## config.mk

```make
export PLATFORM = sky130hd
export DESIGN_NAME = vga_timing_receiver
export DESIGN_NICKNAME = d
export VERILOG_FILES = /design/src/rtl/vga_timing_receiver.sv
export SDC_FILE = /design/constraint.sdc
export NUM_CORES = 1
export LEC_CHECK = 0
export CAP_MARGIN = 20
export CORE_MARGIN = 4
export CORE_UTILIZATION = 50
export CTS_BUF_LIST = sky130_fd_sc_hd__clkbuf_8
export CTS_CLUSTER_SIZE = 20
export DETAILED_ROUTE_END_ITERATION = 8
export HOLD_SLACK_MARGIN = 0.06
export PLACE_DENSITY = 0.81
export SYNTH_ARGS = -nofsm -noshare
export SYNTH_HDL_FRONTEND = slang
export SYNTH_SLANG_ARGS = --single-unit
```

## constraint.sdc

```tcl
create_clock -name clk -period 3.73 [get_ports clk]
set_clock_uncertainty 0.05 [all_clocks]
set_input_delay 0.746 -clock clk [delete_from_list [all_inputs] [get_ports clk]]
set_output_delay 0.746 -clock clk [all_outputs]
set_load 0.1 [all_outputs]
```

## src/rtl/vga_timing_receiver.sv

```systemverilog
// vga_timing_receiver: sink-side VGA decoder. Registers HS/VS/RGB, recovers
// beam coordinates, measures line/frame geometry, acquires timing lock and
// folds the active pixels of each locked frame into a 16-bit signature.
module vga_timing_receiver #(
    parameter int H_ACTIVE        = 1024,
    parameter int H_SYNC          = 136,
    parameter int H_BACK_PORCH    = 160,
    parameter int H_TOTAL         = 1344,
    parameter int V_ACTIVE        = 768,
    parameter int V_SYNC          = 6,
    parameter int V_BACK_PORCH    = 29,
    parameter int V_TOTAL         = 806,
    parameter int SYNC_ACTIVE_LOW = 1,
    parameter int LOCK_FRAMES     = 2
) (
    input  logic        clk,
    input  logic        rst,
    input  logic        vga_hs,
    input  logic        vga_vs,
    input  logic [3:0]  vga_r,
    input  logic [3:0]  vga_g,
    input  logic [3:0]  vga_b,
    output logic [10:0] beam_x,
    output logic [9:0]  beam_y,
    output logic        pixel_valid,
    output logic [11:0] pixel_rgb,
    output logic        frame_start,
    output logic        locked,
    output logic        timing_error,
    output logic [11:0] line_len,
    output logic [10:0] frame_lines,
    output logic [15:0] frame_sig,
    output logic        sig_valid
);

    typedef enum logic [1:0] {SEARCH, MEASURE, VERIFY, LOCKED} state_t;

    localparam logic [11:0] H_START = 12'(H_SYNC + H_BACK_PORCH);
    localparam logic [11:0] H_END   = 12'(H_SYNC + H_BACK_PORCH + H_ACTIVE);
    localparam logic [10:0] V_START = 11'(V_SYNC + V_BACK_PORCH);
    localparam logic [10:0] V_END   = 11'(V_SYNC + V_BACK_PORCH + V_ACTIVE);
    localparam logic [11:0] H_TOT   = 12'(H_TOTAL);
    localparam logic [10:0] V_TOT   = 11'(V_TOTAL);
    localparam logic [7:0]  LOCK_N  = 8'(LOCK_FRAMES);

    state_t      state;
    logic        hs_r, vs_r, hs_d, vs_d;
    logic [11:0] rgb_r;
    logic [11:0] h_cnt;
    logic [10:0] v_cnt;
    logic [15:0] sig_acc;
    logic [7:0]  match_cnt;

    logic        hs_lead, vs_lead, active;
    logic        line_bad, frame_bad, hs_lost;
    logic [11:0] h_next, line_meas;
    logic [10:0] v_next, frame_meas;
    logic [15:0] sig_next;

    // Counters are advanced one stage early (h_next/v_next) so that the
    // coordinate outputs land in the same register stage as pixel_rgb.
    always_comb begin
        hs_lead    = hs_r & ~hs_d;
        vs_lead    = vs_r & ~vs_d;
        line_meas  = h_cnt + 12'd1;
        frame_meas = v_cnt + 11'd1;
        if (hs_lead)
            h_next = '0;
        else if (h_cnt == 12'hFFF)
            h_next = h_cnt;
        else
            h_next = line_meas;
        if (vs_lead)
            v_next = '0;
        else if (hs_lead && v_cnt != 11'h7FF)
            v_next = frame_meas;
        else
            v_next = v_cnt;
        active    = (h_next >= H_START) && (h_next < H_END) &&
                    (v_next >= V_START) && (v_next < V_END);
        line_bad  = hs_lead && (line_meas != H_TOT);
        frame_bad = vs_lead && (frame_meas != V_TOT);
        hs_lost   = !hs_lead && (h_cnt == 12'hFFE);
        sig_next  = active ? ({sig_acc[14:0], sig_acc[15]} ^ {4'h0, rgb_r}) : sig_acc;
    end

    // Input capture with sync polarity normalised to active-high
    always_ff @(posedge clk or negedge rst) begin
        if (!rst) begin
            hs_r  <= 1'b0;
            vs_r  <= 1'b0;
            hs_d  <= 1'b0;
            vs_d  <= 1'b0;
            rgb_r <= '0;
        end else begin
            hs_r  <= (SYNC_ACTIVE_LOW != 0) ? ~vga_hs : vga_hs;
            vs_r  <= (SYNC_ACTIVE_LOW != 0) ? ~vga_vs : vga_vs;
            hs_d  <= hs_r;
            vs_d  <= vs_r;
            rgb_r <= {vga_r, vga_g, vga_b};
        end
    end

    // Beam counters and line/frame length measurement
    always_ff @(posedge clk or negedge rst) begin
        if (!rst) begin
            h_cnt       <= '0;
            v_cnt       <= '0;
            line_len    <= '0;
            frame_lines <= '0;
        end else begin
            h_cnt <= h_next;
            v_cnt <= v_next;
            if (hs_lead)
                line_len <= line_meas;
            if (vs_lead)
                frame_lines <= frame_meas;
        end
    end

    // Pixel-aligned coordinate, colour and frame-start outputs
    always_ff @(posedge clk or negedge rst) begin
        if (!rst) begin
            beam_x      <= '0;
            beam_y      <= '0;
            pixel_rgb   <= '0;
            frame_start <= 1'b0;
        end else begin
            beam_x      <= active ? 11'(h_next - H_START) : '0;
            beam_y      <= active ? 10'(v_next - V_START) : '0;
            pixel_rgb   <= rgb_r;
            frame_start <= vs_lead;
        end
    end

    // Frame signature; published only for frames that were fully locked
    always_ff @(posedge clk or negedge rst) begin
        if (!rst) begin
            sig_acc   <= '0;
            frame_sig <= '0;
            sig_valid <= 1'b0;
        end else begin
            sig_acc   <= vs_lead ? '0 : sig_next;
            sig_valid <= vs_lead && (state == LOCKED);
            if (vs_lead && (state == LOCKED))
                frame_sig <= sig_next;
        end
    end

    // Lock FSM with registered locked/timing_error/pixel_valid
    always_ff @(posedge clk or negedge rst) begin
        if (!rst) begin
            state        <= SEARCH;
            match_cnt    <= '0;
            locked       <= 1'b0;
            timing_error <= 1'b0;
            pixel_valid  <= 1'b0;
        end else begin
            timing_error <= 1'b0;
            pixel_valid  <= 1'b0;
            case (state)
                SEARCH: begin
                    locked <= 1'b0;
                    if (vs_lead) begin
                        state     <= MEASURE;
                        match_cnt <= '0;
                    end
                end
                MEASURE: begin
                    if (line_bad || frame_bad) begin
                        state <= SEARCH;
                    end else if (vs_lead) begin
                        if (LOCK_N <= 8'd1) begin
                            state       <= LOCKED;
                            locked      <= 1'b1;
                            pixel_valid <= active;
                        end else begin
                            state     <= VERIFY;
                            match_cnt <= 8'd1;
                        end
                    end
                end
                VERIFY: begin
                    if (line_bad || frame_bad) begin
                        state <= SEARCH;
                    end else if (vs_lead) begin
                        match_cnt <= match_cnt + 8'd1;
                        if (match_cnt + 8'd1 >= LOCK_N) begin
                            state       <= LOCKED;
                            locked      <= 1'b1;
                            pixel_valid <= active;
                        end
                    end
                end
                LOCKED: begin
                    if (line_bad || frame_bad || hs_lost) begin
                        state        <= SEARCH;
                        locked       <= 1'b0;
                        timing_error <= 1'b1;
                    end else begin
                        pixel_valid <= active;
                    end
                end
                default: state <= SEARCH;
            endcase
        end
    end

endmodule

```

==> flow_summary.rst <==
.. list-table::
   :header-rows: 1

   * - Metric
     - Value
   * - Number of antenna violations at the first check in global routing
     - 0
   * - Std cell rows
     - 42
   * - Detail Route Antenna Nets
     - 0
   * - Clock-pin slew on the worst setup and hold paths
     - 0.09 ns
   * - Ys async rst share
     - 100.0%
   * - GRT Residual Overflow
     - 0
   * - Tightest Pin Transition
     - 1.032 ns
   * - Nets in the synthesized netlist
     - 681
   * - Critical path data arrival time
     - 3.81 ns
   * - Pwr dens
     - 439.6 nW/um2
   * - Height of the die
     - 124.5 um
   * - CTS tree
     - built
   * - Worst hold-check path type
     - in -> async
   * - Post-Synthesis Cell Area
     - 6784 um2
   * - Result of the run
     - complete, no violations
   * - Placed standard-cell area
     - 7931 um2
   * - Slowest cell delay on critical path
     - 0.60 ns
   * - Flip-flop cell with the highest count after synthesis
     - sky130_fd_sc_hd__dfrtp_1
   * - Post-Synthesis Mean Instance Area
     - 10.40 um2
   * - DRC Markers
     - 0
   * - Worst flop-to-flop path endpoint
     - sig_acc[11]
   * - WL/cell
     - 16.04 um
   * - Area Overhead vs Synth
     - 22.43%
   * - Most common library cell in the layout ignoring fill and taps
     - sky130_fd_sc_hd__dfrtp_1
   * - Maximum number of buffers from clock root to sink
     - 2
   * - Slew Limit Headroom
     - 30.96%
   * - Worst reg-to-reg path cell count
     - 13
   * - Maximum number of pins on one net before global-route repair
     - 92
   * - Number of search-and-repair iterations in the first detailed-routing pass
     - 5
   * - Clock latency reported for the late side of the worst-skew pair
     - 0.45 ns
   * - Average via count per standard cell
     - 5.513
   * - Proportion of synthesized chip area in sequential cells
     - 52.38%
   * - Synth Instances
     - 652
   * - Number of diodes
     - 0
   * - DP HPWL
     - 10.69 mm
   * - Yosys warns
     - 0
   * - Clock root buffer
     - sky130_fd_sc_hd__clkbuf_8
   * - Classification of the worst setup path
     - reg -> reg
   * - IO buf count
     - 92
   * - Number of hold violations in the final report
     - 0
   * - Max-cap check violation count
     - 0
   * - Area enclosed by the die boundary
     - 15,500 um2
   * - Final core utilization
     - 62.72%
   * - Global-route usage over all layers
     - 20.03%
   * - Startpoint class of the critical path
     - flop
   * - Final critical delay including setup and external delays
     - 3.488 ns
   * - Share of post-route cells with drive strength above 1
     - 12.71%
   * - Final worst path period share
     - 93.52%
   * - Core box area
     - 13,240 um2
   * - Final WL
     - 15.06 mm
   * - Hold buffer count at CTS
     - 0
   * - Max Clk Rate
     - 286.7 MHz
   * - Worst reg2reg startpoint
     - v_cnt[0]
   * - Number of flip-flops and latches in the synthesized netlist
     - 142
   * - Total number of nets in the final design
     - 779
   * - Num ports
     - 93
   * - Max FO, Critical Path
     - 16
   * - Via count of the first global-routing pass
     - 5,156
   * - Worst endpoint required time
     - 4.05 ns
   * - Clock sink total
     - 142
   * - Number of distinct library cells after synthesis
     - 71
   * - Peak supply drop
     - 0.2610 mV
   * - Final-layout fill cell count
     - 1,056
   * - Sum of internal, switching and leakage power
     - 3651 uW
   * - Via total after detailed routing
     - 5,177
   * - Leakage power of the design
     - 0.003690 uW
   * - Number of enable flip-flop cells after synthesis
     - 0
   * - Commonest non-fill, non-tap cells in the layout
     - 142 x sky130_fd_sc_hd__dfrtp_1, 91 x sky130_fd_sc_hd__clkdlybuf4s50_1, 79 x sky130_fd_sc_hd__nand2_1
   * - Number of max-slew violations in the final report
     - 0
   * - Starting density of the core
     - 51.23%
   * - Final sum of negative setup slack
     - 0 ns
   * - DRC marker count from the first detailed-route iteration
     - 325
   * - Final Instance Area
     - 8305 um2
   * - Crit path cell chain
     - ha_1 > and3_1 > a31oi_2 > xnor2_1 > nor2_1 > ha_1 > nand3_1 > mux2i_1 > o32ai_2 > a22oi_1 > o31ai_4 > buf_12 > mux2i_1
   * - Horizontal extent of the die
     - 124.5 um
   * - Hold WS
     - 0.3126 ns
   * - Global-route wire length before repair
     - 25.40 mm
   * - Resized Gates After CTS
     - 0
   * - Slowest cell on crit path
     - sky130_fd_sc_hd__o31ai_4
   * - Routability Congestion
     - 0.9587
   * - Setup repair after global routing missed its margin
     - no
   * - Depth of the CTS H-tree
     - 4
   * - Cts bufs inserted
     - 17
   * - # setup viols final
     - 0
   * - Type of destination of the critical path
     - flop
   * - Start point of the critical path
     - v_cnt[0]
   * - R2R Setup Slk
     - 0.24 ns
## area by class of cell
type / count / area, um2 / share of cell area, %
multi-input cells: 447 / 2930 / 35.28
clock buffers: 17 / 234.0 / 2.817
flip-flops and latches: 142 / 3553 / 42.78
repair buffers: 120 / 1157 / 13.93
well taps: 176 / 220.2 / 2.651
clock inverters: 15 / 127.6 / 1.537
inverters: 22 / 82.58 / 0.9943
## cell families after synthesis
kind of cell,after synthesis,share of synthesized area (%)
xor gates and xnor gates,47,6.068
DFF,142,52.38
AOI/OAI and AO/OA,134,13.94
muxes,35,5.459
adders and majority gates,13,2.398
buffers and inverters,64,4.648
other,1,0.05528
and+or+nand+nor,216,15.05
## Yosys cell counts, types with 4 or more instances
cell	count	share of area [%]
sky130_fd_sc_hd__a211oi_1	8	0.89
sky130_fd_sc_hd__a21oi_1	17	1.3
sky130_fd_sc_hd__a31oi_1	9	0.83
sky130_fd_sc_hd__a41oi_1	4	0.52
sky130_fd_sc_hd__and2_1	5	0.46
sky130_fd_sc_hd__and3_1	6	0.55
sky130_fd_sc_hd__buf_2	10	0.74
sky130_fd_sc_hd__buf_4	6	0.66
sky130_fd_sc_hd__buf_6	5	0.83
sky130_fd_sc_hd__clkbuf_1	17	0.94
sky130_fd_sc_hd__dfrtp_1	142	52
sky130_fd_sc_hd__ha_1	13	2.4
sky130_fd_sc_hd__inv_1	22	1.2
sky130_fd_sc_hd__mux2_2	16	2.7
sky130_fd_sc_hd__mux2i_1	19	2.8
sky130_fd_sc_hd__nand2_1	79	4.4
sky130_fd_sc_hd__nand2b_1	6	0.55
sky130_fd_sc_hd__nand3_1	17	1.3
sky130_fd_sc_hd__nand4_1	5	0.46
sky130_fd_sc_hd__nor2_1	51	2.8
sky130_fd_sc_hd__nor3_1	14	1.0
sky130_fd_sc_hd__nor4_1	6	0.55
sky130_fd_sc_hd__o21a_1	5	0.55
sky130_fd_sc_hd__o21ai_0	48	3.5
sky130_fd_sc_hd__o31ai_1	6	0.66
sky130_fd_sc_hd__or3_1	5	0.46
sky130_fd_sc_hd__xnor2_1	26	3.4
sky130_fd_sc_hd__xor2_1	21	2.7
## power by group
group | internal, uW | leakage [uW] | switching (uW)
registers | 1620 | 0.00190 | 79.3
clock network | 480 | 0.000179 | 636
logic | 257 | 0.00162 | 583
total | 2350 | 0.00369 | 1300
## worst max path at each step
stage	end	slack [ns]	cells past startpoint
global placement	sig_acc[15]	0.22	13
floorplan	sig_acc[11]	0.54	14
global route	sig_acc[11]	0.02	13
finish	sig_acc[11]	0.24	13
detailed placement	sig_acc[11]	0.06	13
CTS	sig_acc[11]	0.17	13
## metrics by stage
step,setup WS (ns),cells
floorplan,0.5407,652
global placement,0.2171,906
detailed placement,0.05849,906
CTS,0.1680,939
global route,0.02206,939
finish,0.2417,939
## sequential cells by signal, indices dropped and copies added (netlist names), 2 cells and up
| register | flops |
|---|---|
| rgb_r | 12 |
| v_cnt | 11 |
| frame_lines | 11 |
| beam_y | 10 |
| sig_acc | 16 |
| pixel_rgb | 12 |
| match_cnt | 8 |
| line_len | 12 |
| beam_x | 11 |
| frame_sig | 16 |
| h_cnt | 12 |
| state | 2 |
## metal layers
layer / track usage (%) / vias to the layer above / wire (um)
met2: 31.65 / 217 / 7127
met1: 26.84 / 2462 / 6554
met4: 6.319 / 0 / 219
li1: - / 2476 / -
met5: 0 / - / 0
met3: 5.746 / 22 / 1157
## what timing repair did
action	4_1_cts	5_1_grt
setup endpoints to repair	1	5
pin swaps	1	1
gates cloned	1	0
setup buffers	0	0
hold endpoints to repair	0	0
## worst max-delay path, delay by kind of cell (launching register included)
kind                       cells  cell delay, ns
AOI/OAI and AO/OA              4            1.32
adders and majority gates      2            0.52
DFF                            1            0.40
and+or+nand+nor                3            0.37
muxes                          2            0.33
buffers and inverters          1            0.25
xor gates and xnor gates       1            0.16
Note: power is estimated with default switching activity, not from simulation.
